File: src/rtl/irda_fir_4ppm_tx_pkg.sv
// Shared definitions for the FIR 4PPM transmitter: state encodings, chip timing default,
// 4PPM symbol table and the preamble chip pattern.
package irda_fir_4ppm_tx_pkg;

   typedef enum logic [1:0] {
      ST_IDLE     = 2'd0,
      ST_DATA     = 2'd1,
      ST_PREAMBLE = 2'd2
   } fir_state_e;

   localparam int TICKS_PER_CHIP_DEF = 5;
   localparam int PREAMBLE_REPS_DEF  = 16;

   localparam logic [3:0] PPM_SYM_00 = 4'b1000;
   localparam logic [3:0] PPM_SYM_01 = 4'b0100;
   localparam logic [3:0] PPM_SYM_10 = 4'b0010;
   localparam logic [3:0] PPM_SYM_11 = 4'b0001;

   localparam logic [15:0] PREAMBLE_PATTERN = 16'b1000000010101000;

   // Chip 0 is the leftmost (MSB) chip of a symbol, i.e. the first one on the line.
   function automatic logic ppm_chip(input logic [1:0] dibit, input logic [1:0] chip);
      logic [3:0] sym;
      case (dibit)
         2'd0:    sym = PPM_SYM_00;
         2'd1:    sym = PPM_SYM_01;
         2'd2:    sym = PPM_SYM_10;
         default: sym = PPM_SYM_11;
      endcase
      return sym[2'd3 - chip];
   endfunction

   function automatic logic preamble_chip(input logic [3:0] idx);
      return PREAMBLE_PATTERN[4'd15 - idx];
   endfunction

endpackage

File: src/rtl/irda_fir_4ppm_tx_chip_timer.sv
// Chip timer: tick counter within a chip and chip counter within a 4-chip symbol,
// both advancing only on fast_enable, with a synchronous clear while the transmitter idles.
module irda_fir_chip_timer #(
   parameter int TICKS_PER_CHIP = 5
) (
   input  logic       clk,
   input  logic       wb_rst_i,
   input  logic       fast_enable,
   input  logic       clear,
   output logic [1:0] chip_idx,
   output logic       chip_end,
   output logic       symbol_end
);

   localparam int TW = (TICKS_PER_CHIP > 1) ? $clog2(TICKS_PER_CHIP) : 1;
   localparam logic [TW-1:0] TICK_LAST = TW'(TICKS_PER_CHIP - 1);

   logic [TW-1:0] tick_cnt;

   assign chip_end   = !clear && (tick_cnt == TICK_LAST);
   assign symbol_end = chip_end && (chip_idx == 2'd3);

   always_ff @(posedge clk or posedge wb_rst_i) begin
      if (wb_rst_i) begin
         tick_cnt <= '0;
         chip_idx <= '0;
      end else if (fast_enable) begin
         if (clear) begin
            tick_cnt <= '0;
            chip_idx <= '0;
         end else if (chip_end) begin
            tick_cnt <= '0;
            chip_idx <= chip_idx + 2'd1;
         end else begin
            tick_cnt <= tick_cnt + 1'b1;
         end
      end
   end

endmodule

File: src/rtl/irda_fir_4ppm_tx.sv
// FIR 4 Mb/s transmit chip generator: bytes in over valid/ready, 4PPM chips out, one chip
// per TICKS_PER_CHIP fast_enable ticks. Define IRDA_FIR_TX_PREAMBLE_EN to add the preamble.
module irda_fir_4ppm_tx
   import irda_fir_4ppm_tx_pkg::*;
#(
   parameter int TICKS_PER_CHIP = TICKS_PER_CHIP_DEF
`ifdef IRDA_FIR_TX_PREAMBLE_EN
   ,
   parameter int PREAMBLE_REPS = PREAMBLE_REPS_DEF
`endif
) (
   input  logic       clk,
   input  logic       wb_rst_i,
   input  logic       fast_enable,
   input  logic       tx_enable,
   input  logic [7:0] data_i,
   input  logic       data_valid_i,
   output logic       data_ready_o,
   output logic       tx_o,
   output logic       busy_o,
   output logic       underrun_o
);

   fir_state_e state, state_next;
   logic [7:0] hold_data, shift_data;
   logic       hold_full;
   logic [1:0] dibit_idx, chip_idx;
   logic [1:0] cur_dibit, next_dibit;
   logic       chip_end, symbol_end, byte_end;
   logic       accept, load, seg_end, tx_next, underrun_next;

   assign accept       = data_valid_i && !hold_full;
   assign data_ready_o = !hold_full;
   assign busy_o       = (state != ST_IDLE);
   assign byte_end     = symbol_end && (dibit_idx == 2'd3);
   assign cur_dibit    = shift_data[{dibit_idx, 1'b0} +: 2];
   assign next_dibit   = shift_data[{dibit_idx + 2'd1, 1'b0} +: 2];

   irda_fir_chip_timer #(
      .TICKS_PER_CHIP(TICKS_PER_CHIP)
   ) u_timer (
      .clk        (clk),
      .wb_rst_i   (wb_rst_i),
      .fast_enable(fast_enable),
      .clear      (state == ST_IDLE),
      .chip_idx   (chip_idx),
      .chip_end   (chip_end),
      .symbol_end (symbol_end)
   );

`ifdef IRDA_FIR_TX_PREAMBLE_EN
   localparam int RW = (PREAMBLE_REPS > 1) ? $clog2(PREAMBLE_REPS) : 1;
   logic [RW-1:0] rep_cnt;
   logic          pre_end;

   // dibit_idx doubles as the 4-chip group index inside one 16-chip preamble repetition.
   assign pre_end = byte_end && (rep_cnt == RW'(PREAMBLE_REPS - 1));

   always_ff @(posedge clk or posedge wb_rst_i) begin
      if (wb_rst_i)
         rep_cnt <= '0;
      else if (fast_enable) begin
         if (state != ST_PREAMBLE)
            rep_cnt <= '0;
         else if (byte_end)
            rep_cnt <= rep_cnt + 1'b1;
      end
   end
`endif

   // A segment (byte or preamble) ending either chains straight into the held byte or drops to idle.
   always_comb begin
      state_next    = state;
      load          = 1'b0;
      seg_end       = 1'b0;
      tx_next       = tx_o;
      underrun_next = 1'b0;
      case (state)
         ST_IDLE: begin
            tx_next = 1'b0;
`ifdef IRDA_FIR_TX_PREAMBLE_EN
            if (tx_enable) begin
               state_next = ST_PREAMBLE;
               tx_next    = preamble_chip(4'd0);
            end
`else
            if (tx_enable && hold_full) begin
               state_next = ST_DATA;
               load       = 1'b1;
               tx_next    = ppm_chip(hold_data[1:0], 2'd0);
            end
`endif
         end
         ST_DATA: begin
            if (chip_end) begin
               if (byte_end)
                  seg_end = 1'b1;
               else if (chip_idx == 2'd3)
                  tx_next = ppm_chip(next_dibit, 2'd0);
               else
                  tx_next = ppm_chip(cur_dibit, chip_idx + 2'd1);
            end
         end
`ifdef IRDA_FIR_TX_PREAMBLE_EN
         ST_PREAMBLE: begin
            if (chip_end) begin
               if (pre_end)
                  seg_end = 1'b1;
               else
                  tx_next = preamble_chip({dibit_idx, chip_idx} + 4'd1);
            end
         end
`endif
         default: state_next = ST_IDLE;
      endcase
      if (seg_end) begin
         if (hold_full) begin
            state_next = ST_DATA;
            load       = 1'b1;
            tx_next    = ppm_chip(hold_data[1:0], 2'd0);
         end else begin
            state_next    = ST_IDLE;
            tx_next       = 1'b0;
            underrun_next = tx_enable;
         end
      end
   end

   // The handshake is the only thing allowed to move between fast_enable ticks.
   always_ff @(posedge clk or posedge wb_rst_i) begin
      if (wb_rst_i) begin
         hold_data <= '0;
         hold_full <= 1'b0;
      end else if (accept) begin
         hold_data <= data_i;
         hold_full <= 1'b1;
      end else if (fast_enable && load) begin
         hold_full <= 1'b0;
      end
   end

   always_ff @(posedge clk or posedge wb_rst_i) begin
      if (wb_rst_i) begin
         state      <= ST_IDLE;
         tx_o       <= 1'b0;
         underrun_o <= 1'b0;
         shift_data <= '0;
         dibit_idx  <= '0;
      end else begin
         underrun_o <= fast_enable && underrun_next;
         if (fast_enable) begin
            state <= state_next;
            tx_o  <= tx_next;
            if (load)
               shift_data <= hold_data;
            if (state == ST_IDLE)
               dibit_idx <= '0;
            else if (symbol_end)
               dibit_idx <= dibit_idx + 2'd1;
         end
      end
   end

endmodule

File: config.mk
export PLATFORM = sky130hd
export DESIGN_NAME = irda_fir_4ppm_tx
export DESIGN_NICKNAME = d
export VERILOG_FILES = /design/src/rtl/irda_fir_4ppm_tx_pkg.sv /design/src/rtl/irda_fir_4ppm_tx_chip_timer.sv /design/src/rtl/irda_fir_4ppm_tx.sv
export SDC_FILE = /design/constraint.sdc
export NUM_CORES = 1
export LEC_CHECK = 0
export CORE_MARGIN = 2
export CORE_UTILIZATION = 40
export DETAILED_ROUTE_END_ITERATION = 7
export GPL_ROUTABILITY_DRIVEN = 0
export GPL_TIMING_DRIVEN = 0
export PLACE_DENSITY = 0.6
export SETUP_SLACK_MARGIN = 0.4
export SKIP_CTS_REPAIR_TIMING = 1
export SLEW_MARGIN = 0
export SYNTH_ARGS = -nofsm -noshare
export SYNTH_HDL_FRONTEND = slang
export SYNTH_HIERARCHICAL = 1
export SYNTH_SLANG_ARGS = --single-unit
export TNS_END_PERCENT = 100
File: constraint.sdc
create_clock -name clk -period 2.5 [get_ports clk]
set_clock_uncertainty 0.15 [all_clocks]
set_input_delay 0.5 -clock clk [delete_from_list [all_inputs] [get_ports clk]]
set_output_delay 0.5 -clock clk [all_outputs]
set_load 0.05 [all_outputs]
==> tab_implementation.tex, run 1 <==
\begin{tabular}{lr}
\hline
Metric & Value \\
\hline
\multicolumn{2}{l}{\textbf{Setup path}} \\
Critical path data required time & roughly 2600 ps \\
Type of the worst setup path & flip-flop to flip-flop \\
Arrival @ worst endpoint & 2240 ps \\
Worst-path fanout max & 9 \\
Crit path launch type & flip-flop \\
Endpoint class of the critical path & flip-flop \\
\multicolumn{2}{l}{\textbf{Timing}} \\
Period utilization & 0.8661 \\
Actual slew at the worst max-slew pin & between 800 and 900 ps \\
Max-slew violation total from the final report & 0 \\
RSZ-0062 raised after global routing & true \\
Setup violations, final & 0 \\
Slew HR & 0.4564 \\
Fmax achieved & around 460 MHz \\
Number of hold violations in the final report & 0 \\
Minimum clock period & 2165 ps \\
\multicolumn{2}{l}{\textbf{Synth}} \\
Leading register cell type out of synthesis & sky130\_fd\_sc\_hd\_\_dfrtp\_1 \\
Number of enable-type register cells in the synthesized netlist & 0 \\
Adder-cell share of the synthesized area & 0.04617 \\
Multiplexer area fraction after synthesis & 0.1810 \\
Dominant combinational cell family by area after synthesis & multiplexers \\
Xor and xnor fraction of the mapped netlist area & 0.01293 \\
Share of synthesized area occupied by flip-flops and latches & 0.4986 \\
Nets in the synthesized netlist & 131 \\
Number of warnings printed during yosys synthesis & 6 \\
Number of different library cells in the post-synthesis netlist & 35 \\
Flop and latch count out of synthesis & 27 \\
Post-synthesis compound-gate area fraction & 0.1062 \\
Mapped cell area & around 0.0014 mm2 \\
Synth Area in Simple Gates & 0.1108 \\
Fraction of synthesis flops using an asynchronous set or reset pin & 1.000 \\
Syn Area/Cell & 11.99 um2 \\
Synthesized instance count & $\sim$110 \\
\multicolumn{2}{l}{\textbf{Finish}} \\
Area taken by flip-flops and latches & just under 700 um2 \\
Count of nets after finishing & 155 \\
Fraction of layout instances using a drive strength above 1 & 0.2794 \\
Final-layout fill cell count & around 290 \\
Antenna diode instance count & 0 \\
Cell area after layout & 0.001718 mm2 \\
Area overhead of the layout relative to synthesis & 26.78\% \\
Area of the multi-input gates & around 690 um2 \\
\multicolumn{2}{l}{\textbf{Die}} \\
Row Count & 21 \\
Die height & $\sim$62 um \\
Core area & $\sim$0.0033 mm2 \\
X dimension of the die & approximately 62 um \\
Die Outline Area & approximately 0.0039 mm2 \\
Num ports & 17 \\
Initial core utilization & 0.4126 \\
\multicolumn{2}{l}{\textbf{Power}} \\
Switching Share & 0.3407 \\
Combinational cell fraction of total power & 0.374 \\
Power per unit of standard cell area & 750.8 mW/mm2 \\
Fraction of power consumed by sequential logic & 0.473 \\
Clock network fraction of total power & 0.153 \\
Net switching power & 0.0004395 W \\
Reported leakage power & about 0.78 nW \\
Internal Dissipation & approximately 0.00085 W \\
Max IR drop VDD & approximately 310 uV \\
Total power draw & 0.001290 W \\
\multicolumn{2}{l}{\textbf{Routing}} \\
Drt pass-1 iters & 4 \\
Total via count in the routed design & roughly 930 \\
Routed wire per std cell & 12.87 um \\
Vias per cell & 5.082 \\
Drt first-iter violations & 33 \\
DRC violation count after routing & 0 \\
Post-detailed-routing wire length & $\sim$2300 um \\
Routed Antenna Nets & 0 \\
\multicolumn{2}{l}{\textbf{Clocking}} \\
\# H-tree levels & 1 \\
Clock tree from TritonCTS & done \\
CTS Buf Count & 3 \\
Clock-pin slew reported for the worst setup and hold paths after clock tree synthesis & approximately 140 ps \\
CTS sink cnt & 27 \\
Worst skew pair latency & roughly 330 ps \\
Cell at the root of the clock tree & sky130\_fd\_sc\_hd\_\_clkbuf\_4 \\
Worst-case clock buffer depth & 2 \\
\multicolumn{2}{l}{\textbf{Placement}} \\
HPWL after detailed placement & roughly 1800 um \\
Count of port buffers added during placement & 16 \\
Area of placed instances & between 0.0015 and 0.002 mm2 \\
\multicolumn{2}{l}{\textbf{Global routing}} \\
Number of antenna violations at the first check in global routing & 0 \\
Global-route wire length before repair & about 4300 um \\
Number of global-route vias before repair & 966 \\
Overflow after GRT & 0 \\
Largest net degree at the start of global routing & 23 \\
Gr usage total & 0.1397 \\
\multicolumn{2}{l}{\textbf{Status}} \\
Run status & complete, no violations \\
\multicolumn{2}{l}{\textbf{Flow run}} \\
Max-capacitance violation count & 0 \\
\multicolumn{2}{l}{\textbf{Min path}} \\
Worst hold-check path type & input pin to async pin \\
\hline
\end{tabular}
-- power groups by stage --
| stage | clock network (W) | logic (W) | registers, W |
|---|---|---|---|
| global route | 0.000230 | 0.000546 | 0.000628 |
| detailed placement | 0 | 0.000475 | 0.000622 |
| global placement | 0 | 0.000448 | 0.000619 |
| CTS | 0.000204 | 0.000475 | 0.000613 |
| floorplan | 0 | 0.000375 | 0.000607 |
| finish | 0.000197 | 0.000482 | 0.000611 |
-- critical path, stage by stage, from the launching register on --
cell	delay [ps]
sky130_fd_sc_hd__dfrtp_1	420
sky130_fd_sc_hd__inv_2	90
sky130_fd_sc_hd__ha_4	160
sky130_fd_sc_hd__nand2_4	60
sky130_fd_sc_hd__nor2_4	110
sky130_fd_sc_hd__and2_4	200
sky130_fd_sc_hd__nand4_4	130
sky130_fd_sc_hd__a211oi_4	270
sky130_fd_sc_hd__buf_12	180
sky130_fd_sc_hd__mux2_4	300
-- registers in the layout (all words and copies together), names as in the netlist --
signal	count
dibit_idx	2
hold_full	1
tx_o	1
shift_data	8
u_timer/tick_cnt	3
underrun_o	1
u_timer/chip_idx	2
state	1
hold_data	8
-- metal layers --
layer  routed length (um)  global-route usage  part of all wire  vias to the layer above
met3                   71             0.02536             0.030                        4
met1                 1091              0.1765              0.47                      451
met5                    0                   0                 0                        -
met2                 1149              0.2364              0.49                       13
met4                   30             0.05833             0.013                        0
li1                     -                   -                 -                      457
-- area by class of cell --
class	instances	area share
Clock inverter	1	0.004370
Timing Repair Buffer	19	0.1194
Clock buffer	3	0.01311
Buffer	3	0.01529
Tap cell	46	0.03350
Multi-Input combinational cell	74	0.3991
Sequential cell	27	0.3955
Inverter	9	0.01966
-- worst paths after layout --
kind,startpoint,endpoint,slack (ps),cells past startpoint
max,u_timer/tick_cnt[0],shift_data[7],330,9
min,wb_rst_i,u_timer/chip_idx[0],230,2
max reg2reg,u_timer/tick_cnt[0],shift_data[7],330,9
min reg2reg,hold_full,underrun_o,350,1
max in group asynchronous,wb_rst_i,state[0],1140,2
min in group clk,hold_full,underrun_o,350,1
-- logic make-up after synthesis --
kind of cell / after synthesis
buffers and inverters: 12
AO/OA/AOI/OAI: 21
adder cells (fa/ha/maj): 5
multiplexers: 20
flip-flops: 27
XOR/XNOR: 2
AND/OR/NAND/NOR: 26
-- synth_stat cells (all sizes together), types with 2 or more instances --
cell / n / area, um2
nor2: 4 / 17.52
dfrtp: 27 / 675.7
nand4: 2 / 18.77
a21oi: 6 / 33.78
o22ai: 2 / 12.51
nand2: 6 / 22.52
nor3: 2 / 10.01
o21ai: 7 / 35.03
mux4: 2 / 45.04
inv: 9 / 33.78
nor3b: 2 / 15.01
mux2i: 2 / 20.02
nand2b: 2 / 12.51
ha: 5 / 62.56
nand3: 3 / 15.01
buf: 2 / 22.52
mux2: 16 / 180.2
-- metrics by stage --
step	std cells	hold slack [ps]	util	setup TNS, ps	worst slack, ps
final	182	228.6	0.5230	0	334.8
after global routing	182	211.4	0.5230	0	243.6
after CTS	179	231.0	0.5093	-303.9	-45.52
after detailed placement	175	325.0	0.5002	-226.5	-30.57
after global placement	175	323.8	0.5002	0	29.25
after floorplan	113	128.5	-	0	206.0
-- cell usage in the layout, fill, tap and decap left out, drive strengths merged, types with 2 or more instances in the layout --
master / count
a21oi: 6
buf: 5
clkbuf: 4
clkdlybuf4s50: 12
dfrtp: 27
dlymetal6s2s: 4
ha: 5
inv: 9
mux2: 16
mux2i: 2
mux4: 2
nand2: 6
nand2b: 2
nand3: 3
nand4: 2
nor2: 4
nor3: 2
nor3b: 2
o21ai: 7
o22ai: 2
Note: power is estimated with default switching activity, not from simulation.
==> run 2: changes to the inputs <==
- CORE_UTILIZATION: 40 -> 45
- PLACE_DENSITY: 0.6 -> 0.66
==> tab_implementation.tex, run 2 (same netlist as run 1, synthesis figures left out) <==
\begin{tabular}{lr}
\hline
Metric & Value \\
\hline
\multicolumn{2}{l}{\textbf{Routing}} \\
Drt pass-1 iters & 6 (+2) \\
Routed wire per std cell & 14.49 um (+13\%) \\
Post-detailed-routing wire length & 2449 um (+4.6\%) \\
Drt first-iter violations & 24 (-27\%) \\
DRC violation count after routing & 3 (+3) \\
Routed Antenna Nets & 0 (unchanged) \\
Vias per cell & 5.544 (+9.1\%) \\
Total via count in the routed design & 937 (+1.3\%) \\
\multicolumn{2}{l}{\textbf{Finish}} \\
Antenna diode instance count & 0 (unchanged) \\
Final-layout fill cell count & 255 (-13\%) \\
Fraction of layout instances using a drive strength above 1 & 0.2971 (+0.01769) \\
Count of nets after finishing & 157 (+1.3\%) \\
Final cell count without fillers & 169 (-7.1\%) \\
Leading cell type in the layout, fill and taps excluded & sky130\_fd\_sc\_hd\_\_dfrtp\_1 \\
Area overhead of the layout relative to synthesis & 26.13\% \\
Top flop regs & hold\_data x8, shift\_data x8, u\_timer/tick\_cnt x3 \\
Highest-count cells in the layout ignoring fill and taps & sky130\_fd\_sc\_hd\_\_dfrtp\_1, sky130\_fd\_sc\_hd\_\_clkdlybuf4s50\_1, sky130\_fd\_sc\_hd\_\_mux2\_4, sky130\_fd\_sc\_hd\_\_mux2\_2, sky130\_fd\_sc\_hd\_\_inv\_1 \\
Final core occ & 0.6093 (+0.08623) \\
Cell area after layout & 0.001709 mm2 (-0.51\%) \\
\multicolumn{2}{l}{\textbf{Global routing}} \\
Overflow after GRT & 0 (unchanged) \\
Gr usage total & 0.1677 (+0.02806) \\
Number of global-route vias before repair & 970 (+0.41\%) \\
Global-route wire length before repair & 4374 um (+1.8\%) \\
Largest net degree at the start of global routing & 23 (unchanged) \\
Number of antenna violations at the first check in global routing & 0 (unchanged) \\
\multicolumn{2}{l}{\textbf{Status}} \\
Run status & complete, but fails checks \\
Violations in the final reports & DRC \\
\multicolumn{2}{l}{\textbf{Clocking}} \\
Clock tree from TritonCTS & done \\
Worst-case clock buffer depth & 2 (unchanged) \\
Clock-pin slew reported for the worst setup and hold paths after clock tree synthesis & 150 ps (about the same) \\
Worst skew pair latency & 330 ps (about the same) \\
CTS sink cnt & 27 (unchanged) \\
Cell at the root of the clock tree & sky130\_fd\_sc\_hd\_\_clkbuf\_4 \\
\# H-tree levels & 1 (unchanged) \\
CTS Buf Count & 3 (unchanged) \\
\multicolumn{2}{l}{\textbf{Flow run}} \\
Max-capacitance violation count & 0 (unchanged) \\
\multicolumn{2}{l}{\textbf{Die}} \\
Die height & 58.88 um (-5.4\%) \\
Row Count & 19 (-9.5\%) \\
Num ports & 17 (unchanged) \\
Initial core utilization & 0.4831 (+0.07048) \\
Die Outline Area & 0.003466 mm2 (-10\%) \\
X dimension of the die & 58.88 um (-5.4\%) \\
Core area & 0.002805 mm2 (-15\%) \\
\multicolumn{2}{l}{\textbf{Power}} \\
Power per unit of standard cell area & 764.3 mW/mm2 (+1.8\%) \\
Max IR drop VDD & 413.4 uV (+33\%) \\
Total power draw & 0.001306 W (+1.3\%) \\
Reported leakage power & 0.7741 nW (-0.70\%) \\
\multicolumn{2}{l}{\textbf{Timing}} \\
Period utilization & 0.8823 (+0.01624) \\
TNS Setup & 0 ps (unchanged) \\
Setup violations, final & 0 (unchanged) \\
Slew HR & 0.4530 (-0.003306) \\
Actual slew at the worst max-slew pin & 819.5 ps (+4.953 ps) \\
Number of hold violations in the final report & 0 (unchanged) \\
Minimum clock period & 2206 ps (+40.60 ps) \\
RSZ-0062 raised after global routing & true \\
Fmax achieved & 453.3 MHz (-1.8\%) \\
Max-slew violation total from the final report & 0 (unchanged) \\
\multicolumn{2}{l}{\textbf{Setup path}} \\
Critical path data required time & 2570 ps (about the same) \\
Arrival @ worst endpoint & 2280 ps (+40 ps) \\
Worst-path fanout max & 9 (unchanged) \\
Endpoint class of the critical path & flip-flop \\
Crit path launch type & flip-flop \\
Type of the worst setup path & flip-flop to flip-flop \\
\multicolumn{2}{l}{\textbf{Placement}} \\
Post-placement cell count & 160 (-8.6\%) \\
Area of placed instances & 0.001624 mm2 (-1.1\%) \\
Count of port buffers added during placement & 16 (unchanged) \\
HPWL after detailed placement & 1790 um (-0.89\%) \\
\multicolumn{2}{l}{\textbf{Min path}} \\
Worst hold-check path type & input pin to async pin \\
\hline
\end{tabular}
-- run 2: through the flow --
step / worst slack, ps / hold WS [ps]
finish: 294.2 / 227.0
global route: 207.1 / 226.2
CTS: -65.69 / 224.3
detailed placement: -25.02 / 324.3
global placement: 25.16 / 323.7
floorplan: 206.0 / 128.5
-- run 2: cell type report --
class / instances / area [um2] / area share
plain buffers: 3 / 26.28 / 0.01537
clock buffers: 4 / 26.28 / 0.01537
inverters: 9 / 33.78 / 0.01977
multi-input cells: 74 / 691.9 / 0.4048
flip-flops and latches: 27 / 679.4 / 0.3975
well taps: 31 / 38.79 / 0.02269
repair buffers: 21 / 212.7 / 0.1245
-- run 2: worst paths after layout --
path	end	cells after the start	slack [ps]	startpoint
min in group clk	underrun_o	1	350	hold_full
worst max-delay path	shift_data[6]	9	290	u_timer/tick_cnt[0]
worst max register to register	shift_data[6]	9	290	u_timer/tick_cnt[0]
max in group asynchronous	state[0]	2	1120	wb_rst_i
worst min-delay path	u_timer/chip_idx[0]	2	230	wb_rst_i
worst min register to register	underrun_o	1	350	hold_full
-- run 2: layer usage --
| layer | routed length (um) | track usage | part of all wire | vias up |
|---|---|---|---|---|
| met5 | 0 | 0 | 0 | - |
| met4 | 13 | 0.02922 | 0.0053 | 0 |
| met3 | 103 | 0.04615 | 0.042 | 2 |
| met2 | 1161 | 0.2841 | 0.47 | 19 |
| met1 | 1171 | 0.2179 | 0.48 | 461 |
| li1 | - | - | - | 455 |
-- run 2: where the power goes --
| group | switching (W) | internal [W] | total, W | leakage (nW) |
|---|---|---|---|---|
| Combinational | 0.000225 | 0.000276 | 0.000502 | 0.432 |
| Sequential | 0.0000881 | 0.000526 | 0.000614 | 0.327 |
| Clock | 0.000128 | 0.0000626 | 0.000191 | 0.0150 |
-- run 2: critical path: stages, from the launching register on --
cell and delay [ps]:
sky130_fd_sc_hd__dfrtp_1 420, sky130_fd_sc_hd__inv_2 90, sky130_fd_sc_hd__ha_4 160, sky130_fd_sc_hd__nand2_4 60
sky130_fd_sc_hd__nor2_4 120, sky130_fd_sc_hd__and2_4 200, sky130_fd_sc_hd__nand4_4 140, sky130_fd_sc_hd__a211oi_4 280
sky130_fd_sc_hd__buf_12 180, sky130_fd_sc_hd__mux2_4 300
